[src/rtl/foo_intf_demux_if.sv]
// Purpose: bundles the upstream request handshake and the per-lane outputs of foo_intf_demux.
// Ports: in_valid/in_ready/in_idx/in_a (upstream), lane_valid/lane_a/lane_ready (per lane), err_oor/err_cnt (status).
// Modports: slave = demux side, master = upstream producer / lane consumers (testbench side).
interface foo_intf_demux_if #(
    parameter int N    = 4,
    parameter int IDXW = 8
);
    logic            in_valid;
    logic            in_ready;
    logic [IDXW-1:0] in_idx;
    logic            in_a;
    logic [N-1:0]    lane_valid;
    logic [N-1:0]    lane_a;
    logic [N-1:0]    lane_ready;
    logic            err_oor;
    logic [7:0]      err_cnt;

    modport slave (
        input  in_valid,
        input  in_idx,
        input  in_a,
        input  lane_ready,
        output in_ready,
        output lane_valid,
        output lane_a,
        output err_oor,
        output err_cnt
    );

    modport master (
        output in_valid,
        output in_idx,
        output in_a,
        output lane_ready,
        input  in_ready,
        input  lane_valid,
        input  lane_a,
        input  err_oor,
        input  err_cnt
    );
endinterface

[src/rtl/foo_intf_demux.sv]
// Purpose: turns a runtime lane index into constant per-lane valid/payload bits (one-deep skid-free holding stage).
// Latency: request accepted on edge k appears on lane_valid in cycle k+1; one request per cycle when the target lane is ready.
// Backpressure: in_ready is 1 when empty, else follows lane_ready of the held lane; other lanes' ready are ignored.
// Ports: clk, rst_n (async active-low, externally synchronised), bus (foo_intf_demux_if.slave).
// Optional: define FOO_INTF_DEMUX_ERRCNT_EN to build the saturating 8-bit out-of-range drop counter (err_cnt); otherwise err_cnt = 0.
module foo_intf_demux #(
    parameter int N    = 4,   // 1 .. 2**IDXW
    parameter int IDXW = 8
) (
    input  logic              clk,
    input  logic              rst_n,
    foo_intf_demux_if.slave   bus
);
    localparam int SELW = (N > 1) ? $clog2(N) : 1;

    typedef enum logic {
        EMPTY = 1'b0,
        HOLD  = 1'b1
    } state_t;

    state_t           state;
    logic [SELW-1:0]  sel_q;
    logic             a_q;
    logic [N-1:0]     lane_valid_q;
    logic             err_oor_q;

    logic             in_rdy;
    logic             accept;
    logic             oor;
    logic             lane_hs;
    logic [N-1:0]     idx_onehot;

    // Only the held lane's ready matters; in EMPTY the stage can always take a request.
    assign lane_hs = (state == HOLD) && bus.lane_ready[sel_q];
    assign in_rdy  = (state == EMPTY) || bus.lane_ready[sel_q];
    assign accept  = bus.in_valid && in_rdy;

    // Compare one bit wider than the index so N = 2**IDXW is representable
    // and no index can ever be out of range in that configuration.
    assign oor = {1'b0, bus.in_idx} >= (IDXW+1)'(N);

    always_comb begin
        idx_onehot = '0;
        for (int i = 0; i < N; i++) begin
            if (bus.in_idx == IDXW'(i)) begin
                idx_onehot[i] = 1'b1;
            end
        end
    end

    always_ff @(posedge clk or negedge rst_n) begin
        if (!rst_n) begin
            state        <= EMPTY;
            sel_q        <= '0;
            a_q          <= 1'b0;
            lane_valid_q <= '0;
            err_oor_q    <= 1'b0;
        end else begin
            err_oor_q <= accept && oor;
            if (accept && !oor) begin
                // Covers both a fresh accept from EMPTY and a same-edge
                // handshake + accept, so the lane side sees no bubble.
                state        <= HOLD;
                sel_q        <= bus.in_idx[SELW-1:0];
                a_q          <= bus.in_a;
                lane_valid_q <= idx_onehot;
            end else if (lane_hs) begin
                // Handshake with nothing new (or the new one was dropped).
                state        <= EMPTY;
                lane_valid_q <= '0;
            end
        end
    end

    assign bus.in_ready   = in_rdy;
    assign bus.lane_valid = lane_valid_q;
    // Both terms are flops, so lane_a has no path from the in_* inputs.
    assign bus.lane_a     = lane_valid_q & {N{a_q}};
    assign bus.err_oor    = err_oor_q;

`ifdef FOO_INTF_DEMUX_ERRCNT_EN
    logic [7:0] err_cnt_q;

    always_ff @(posedge clk or negedge rst_n) begin
        if (!rst_n) begin
            err_cnt_q <= 8'd0;
        end else if (err_oor_q && (err_cnt_q != 8'hFF)) begin
            err_cnt_q <= err_cnt_q + 8'd1;
        end
    end

    assign bus.err_cnt = err_cnt_q;
`else
    assign bus.err_cnt = 8'd0;
`endif

endmodule
[src/flat_wrapper.sv]
// flat-port wrapper written by rule: the top's interface ports become plain ports
module foo_intf_demux_flat 
#(
    parameter int N    = 4,                  
    parameter int IDXW = 8
)
  (clk, rst_n, bus_in_valid, bus_in_idx, bus_in_a, bus_lane_ready, bus_in_ready, bus_lane_valid, bus_lane_a, bus_err_oor, bus_err_cnt);
  foo_intf_demux_if #(.N(N), .IDXW(IDXW)) bus_i ();
  input  logic clk;
  input  logic rst_n;
  input wire logic [$bits(bus_i.in_valid)-1:0] bus_in_valid;
  input wire logic [$bits(bus_i.in_idx)-1:0] bus_in_idx;
  input wire logic [$bits(bus_i.in_a)-1:0] bus_in_a;
  input wire logic [$bits(bus_i.lane_ready)-1:0] bus_lane_ready;
  output wire logic [$bits(bus_i.in_ready)-1:0] bus_in_ready;
  output wire logic [$bits(bus_i.lane_valid)-1:0] bus_lane_valid;
  output wire logic [$bits(bus_i.lane_a)-1:0] bus_lane_a;
  output wire logic [$bits(bus_i.err_oor)-1:0] bus_err_oor;
  output wire logic [$bits(bus_i.err_cnt)-1:0] bus_err_cnt;
  assign bus_i.in_valid = bus_in_valid;
  assign bus_i.in_idx = bus_in_idx;
  assign bus_i.in_a = bus_in_a;
  assign bus_i.lane_ready = bus_lane_ready;
  assign bus_in_ready = bus_i.in_ready;
  assign bus_lane_valid = bus_i.lane_valid;
  assign bus_lane_a = bus_i.lane_a;
  assign bus_err_oor = bus_i.err_oor;
  assign bus_err_cnt = bus_i.err_cnt;
  foo_intf_demux #(.N(N), .IDXW(IDXW)) u_core (.clk(clk), .rst_n(rst_n), .bus(bus_i));
endmodule
[config.mk]
export PLATFORM = sky130hd
export DESIGN_NAME = foo_intf_demux_flat
export DESIGN_NICKNAME = d
export VERILOG_FILES = /design/src/rtl/foo_intf_demux_if.sv /design/src/rtl/foo_intf_demux.sv /design/src/flat_wrapper.sv
export SDC_FILE = /design/constraint.sdc
export NUM_CORES = 1
export LEC_CHECK = 0
export ABC_AREA = 1
export CORE_MARGIN = 5
export CORE_UTILIZATION = 39
export CTS_CLUSTER_DIAMETER = 30
export DETAILED_ROUTE_END_ITERATION = 8
export PLACE_DENSITY = 0.82
export SETUP_SLACK_MARGIN = 0.05
export SLEW_MARGIN = 20
export SYNTH_ARGS = -nofsm -noshare
export SYNTH_HDL_FRONTEND = slang
export SYNTH_SLANG_ARGS = --single-unit
[constraint.sdc]
create_clock -name clk -period 2.64 [get_ports clk]
set_input_delay 0.528 -clock clk [delete_from_list [all_inputs] [get_ports clk]]
set_output_delay 0.528 -clock clk [all_outputs]
set_load 0.02 [all_outputs]
Yosys cells after proc, flatten, opt, wreduce, memory -nomap -nowiden
Cells that the tools add are included.
{"block": "totals", "in_bits": 16, "ff_bits": 9, "elab_cells": 30}
{"block": "op_classes", "n_mux": 10, "n_bitwise": 2, "order_cmp": 2, "reduce_logical": 8, "n_eq_ne": 3}
{"cell": "== test 8 x 2 -> 1 bit, second input constant", "n": 2}
{"cell": "== test 8 x 1 -> 1 bit, second input constant", "n": 1}
{"cell": ">= comparator 8 x 3 -> 1 bit, second input constant", "n": 1}
{"cell": "zero test 8 bit", "n": 1}
{"cell": "2-to-1 mux 4 bit", "n": 2}
{"cell": "2-to-1 mux 1 bit", "n": 7}
{"cell": "AND 4 bit", "n": 1}
{"cell": "logical AND 1 bit", "n": 4}
{"cell": "< comparator 2 x 3 -> 1 bit, second input constant", "n": 1}
{"cell": "binary-select mux 1 bit (select 2 bit)", "n": 1}
{"cell": "nonzero test 2 bit", "n": 1}
{"cell": "zero test 1 bit", "n": 1}
{"cell": "logical OR 1 bit", "n": 1}
{"cell": "inverter 1 bit", "n": 1}

Longest topological paths before layout
{"block": "logic_depth", "word_depth": 6, "mapped_depth": 9}

Worst setup path after synthesis
Ideal clock, no wire load.
{"block": "synth_timing", "path_type": "input -> register", "start": "in bus_in_idx[4]", "end": "reg u_core.sel_q[0]", "n_path_buf": 1, "t_required_ns": 2.522, "setup_time_ns": 0.118, "arrival_ns": 1.308, "slack_ns": 1.214, "path_stages": 7, "cell_sequence": "nor2_1 -> nand2_2 -> nor3_4 -> nand3_2 -> buf_6 -> nand2_1 -> o21ai_2"}
{"block": "synth_via", "elab_chain_len": 3}
{"element": "start, declared", "line": "flat_wrapper.sv:12", "source": "input wire logic [$bits(bus_i.in_idx)-1:0] bus_in_idx;"}
{"element": ">= comparator 8 x 3 -> 1 bit", "line": "foo_intf_demux.sv:40", "source": "assign oor = {1'b0, bus.in_idx} >= (IDXW+1)'(N);"}
{"element": "zero test 1 bit", "line": "foo_intf_demux.sv:60", "source": "if (accept && !oor) begin"}
{"element": "logical AND 1 bit", "line": "foo_intf_demux.sv:60"}
{"element": "end signal, assigned", "line": "foo_intf_demux.sv:64", "source": "sel_q <= bus.in_idx[SELW-1:0];"}
{"element": "end, declared", "line": "foo_intf_demux.sv:22", "source": "logic [SELW-1:0] sel_q;"}
Every way passes these cells.
A chain may end at the register's enable or synchronous reset.

Worst setup path in the final report
{"block": "layout_timing", "start": "in bus_lane_ready[1]", "end": "out bus_in_ready"}
{"block": "layout_via", "elab_chain_len": 3}
{"element": "start, declared", "line": "flat_wrapper.sv:14", "source": "input wire logic [$bits(bus_i.lane_ready)-1:0] bus_lane_ready;"}
{"element": "binary-select mux 1 bit (select 2 bit)", "line": "foo_intf_demux.sv:35", "source": "assign in_rdy = (state == EMPTY) || bus.lane_ready[sel_q];"}
{"element": "2-to-1 mux 1 bit (not written as such)", "line": "foo_intf_demux.sv:35"}
{"element": "logical OR 1 bit", "line": "foo_intf_demux.sv:35"}
{"element": "end, declared", "line": "flat_wrapper.sv:15", "source": "output wire logic [$bits(bus_i.in_ready)-1:0] bus_in_ready;"}
Every way passes these cells. The select of a mux whose other input is x is not followed.

==> metrics.md <==
| Metric | Value |
|---|---|
| Outcome | `finished clean` |
| DP Wirelength | `1060 um` |
| Initial Util | `0.427` |
| CTS H-Tree Depth | `1` |
| Met3 wire len | `between 100 and 150 um` |
| CTS buffer count | `3` |
| Final period util | `0.906` |
| Ys async rst share | `1.00` |
| Largest cells by area after synthesis | `dfrtp_1 39%, nand2_1 12%, buf_4 10%` |
| Top cell type's share of synthesized area | `0.390` |
| Post-Route M1 WL | `between 500 and 600 um` |
| Synth area leader | `dfrtp_1` |
| Die area | `2350 um2` |
| Max Freq | `418 MHz` |
| Die Height | `approximately 48 um` |
| Endpoints failing hold | `0` |
| Crit. End Element | `output port` |
| Initial DRC Count | `5` |
| Max-cap violations | `0` |
| Gp weighted congestion | `between 0.8 and 0.9` |
| Post-DR wirelength/cell | `~10 um` |
| Clock-pin slew on the worst setup and hold paths | `around 60 ps` |
| Sequential share of the synthesized area | `0.390` |
| Rows | `13` |
| Ant diodes | `0` |
| Drt pass-1 iters | `4` |
| Cell with the most instances after synthesis | `nand2_1` |
| IO Pins | `34` |
| Dominant synthesized flop cell | `dfrtp_1` |
| Share of layout cells above drive strength 1 | `0.106` |
| Initial antenna violation count | `0` |
| Routed Antenna Nets | `0` |
| Crit path kind | `primary input to output port` |
| Worst-path fanout max | `2` |
| Met2 Wirelength | `around 600 um` |
| Mapped Cells | `76` |
| Final WL | `roughly 1200 um` |
| Reg area | `between 200 and 250 um2` |
| Die Wd | `around 48 um` |
| Worst Skew | `approximately 3.2 ps` |
| Routed vias | `540` |
| Max Slew Vio Count | `0` |
| Via density | `4.54` |
| Area of the multi-input gates | `273 um2` |
| Top routing layer used | `met4` |
| Power Dens Cells | `between 300 and 400 nW/um2` |
| Clock Sinks | `9` |
| Clock latency on the worst-skew pair | `approximately 260 ps` |
| Final #Nets | `roughly 120` |
| CP Launch Type | `primary input` |
| Synth cell types | `13` |
| Fill cells | `120` |
| Commonest cells post-synth | `18 x nand2_1, 11 x nand3_1, 9 x dfrtp_1, 9 x inv_1` |
| Vias in the first global route | `between 500 and 600` |
| Setup Buffers After CTS | `0` |
| Yosys reg bits | `9` |
| Critical Path AT | `~1900 ps` |
| Pin count of the biggest net entering global routing | `12` |
| Area Growth Syn to Fin | `44.7%` |
| Clock tree buffer depth | `2` |
| CORE AREA | `~1400 um2` |
| Gr ovfl total | `0` |
| First-pass GRT wire length | `approximately 2100 um` |
| Hold/Removal Path Class | `flip-flop to flip-flop` |
| Synthesized area | `577 um2` |
| Setup TNS | `0 ps` |
| Number of port buffers | `25` |
| Syn_area_per_cell | `7.59 um2` |
| Finish-stage setup viols | `0` |
| Hold Buf Count CTS | `0` |
| Total track usage | `0.105` |
| Worst path required time | `~2100 ps` |
| Post-CTS Resized | `0` |
| Worst VDD drop | `0.000269 V` |
| Clk root buf | `clkbuf_4` |
| Hold Slack | `roughly 530 ps` |
| LEAKAGE | `around 0.00042 uW` |
| RSZ-0062 raised after global routing | `no` |
| Post-route DRC | `0` |
| Post-synth EDFFs | `0` |
| CTS tree | `yes` |
| Post-route minimum period | `approximately 2400 ps` |
| Yosys Warn Count | `0` |
cells in the final DEF, fill, tap and decap left out, drive strengths merged:
cell / count
clkdlybuf4s50: 25
nand2: 20
nand3: 12
inv: 9
dfrtp: 9
nor2: 8
conb: 8
nand4: 4
clkbuf: 4
o21ai: 3
nor3: 1
buf: 1
final cells by class:
type / count / share of cell area
timing repair buffer: 26 / 0.309
multi-input combinational: 56 / 0.327
tap: 15 / 0.0225
sequential: 9 / 0.270
clock buffer: 4 / 0.0315
inverter: 9 / 0.0405
power by group:
group          total (uW)  switching, uW  internal (uW)  leakage (uW)
combinational        67.4           35.8           31.6      0.000283
clock                 108           49.5           58.3     0.0000150
sequential            151           6.35            145      0.000122
cell families (layout without fill, tap and decap cells):
kind of cell	after synthesis	after routing	synth area share
flip-flops	9	9	0.390
AO/OA/AOI/OAI	3	3	0.0456
other	1	8	0.00650
buffers and inverters	18	39	0.182
AND/OR/NAND/NOR	45	45	0.375
state kept, by name (all words and copies together), names as in the netlist:
signal,flops
u_core.state,1
u_core.a_q,1
u_core.sel_q,2
u_core.bus.lane_valid,4
u_core.bus.err_oor,1
final timing paths:
kind	startpoint	to	slack [ps]	cells past startpoint
min in group asynchronous	rst_n	u_core.bus.lane_valid[3]	560	1
min reg2reg	u_core.sel_q[1]	u_core.sel_q[1]	530	2
max in group asynchronous	rst_n	u_core.bus.lane_valid[0]	1790	1
min	u_core.sel_q[1]	u_core.sel_q[1]	530	2
max	bus_lane_ready[1]	bus_in_ready	250	6
max reg2reg	u_core.sel_q[0]	u_core.sel_q[1]	1220	9
metrics by stage:
stage / setup slack (ps) / utilization / cell area (um2) / std cells / total power [uW]
after detailed placement: 250 / 0.599 / 808 / 115 / 222
after CTS: 241 / 0.618 / 835 / 119 / 328
after global routing: 184 / 0.618 / 835 / 119 / 341
after global placement: 255 / 0.599 / 808 / 115 / 220
final: 249 / 0.618 / 835 / 119 / 327
after floorplan: 1210 / - / 603 / 83 / 197
metal layers:
layer / GRT usage / up-vias
met5: 0 / -
met4: 0.0404 / 0
met3: 0.0214 / 5
met2: 0.200 / 23
met1: 0.111 / 230
li1: - / 282
worst max-delay path: stages:
cell	delay [ps]
clkdlybuf4s50_1	450
nand2_1	40
nand3_1	100
nand2_1	70
nand2_2	60
clkdlybuf4s50_1	600
Note: power is estimated with default switching activity, not from simulation.
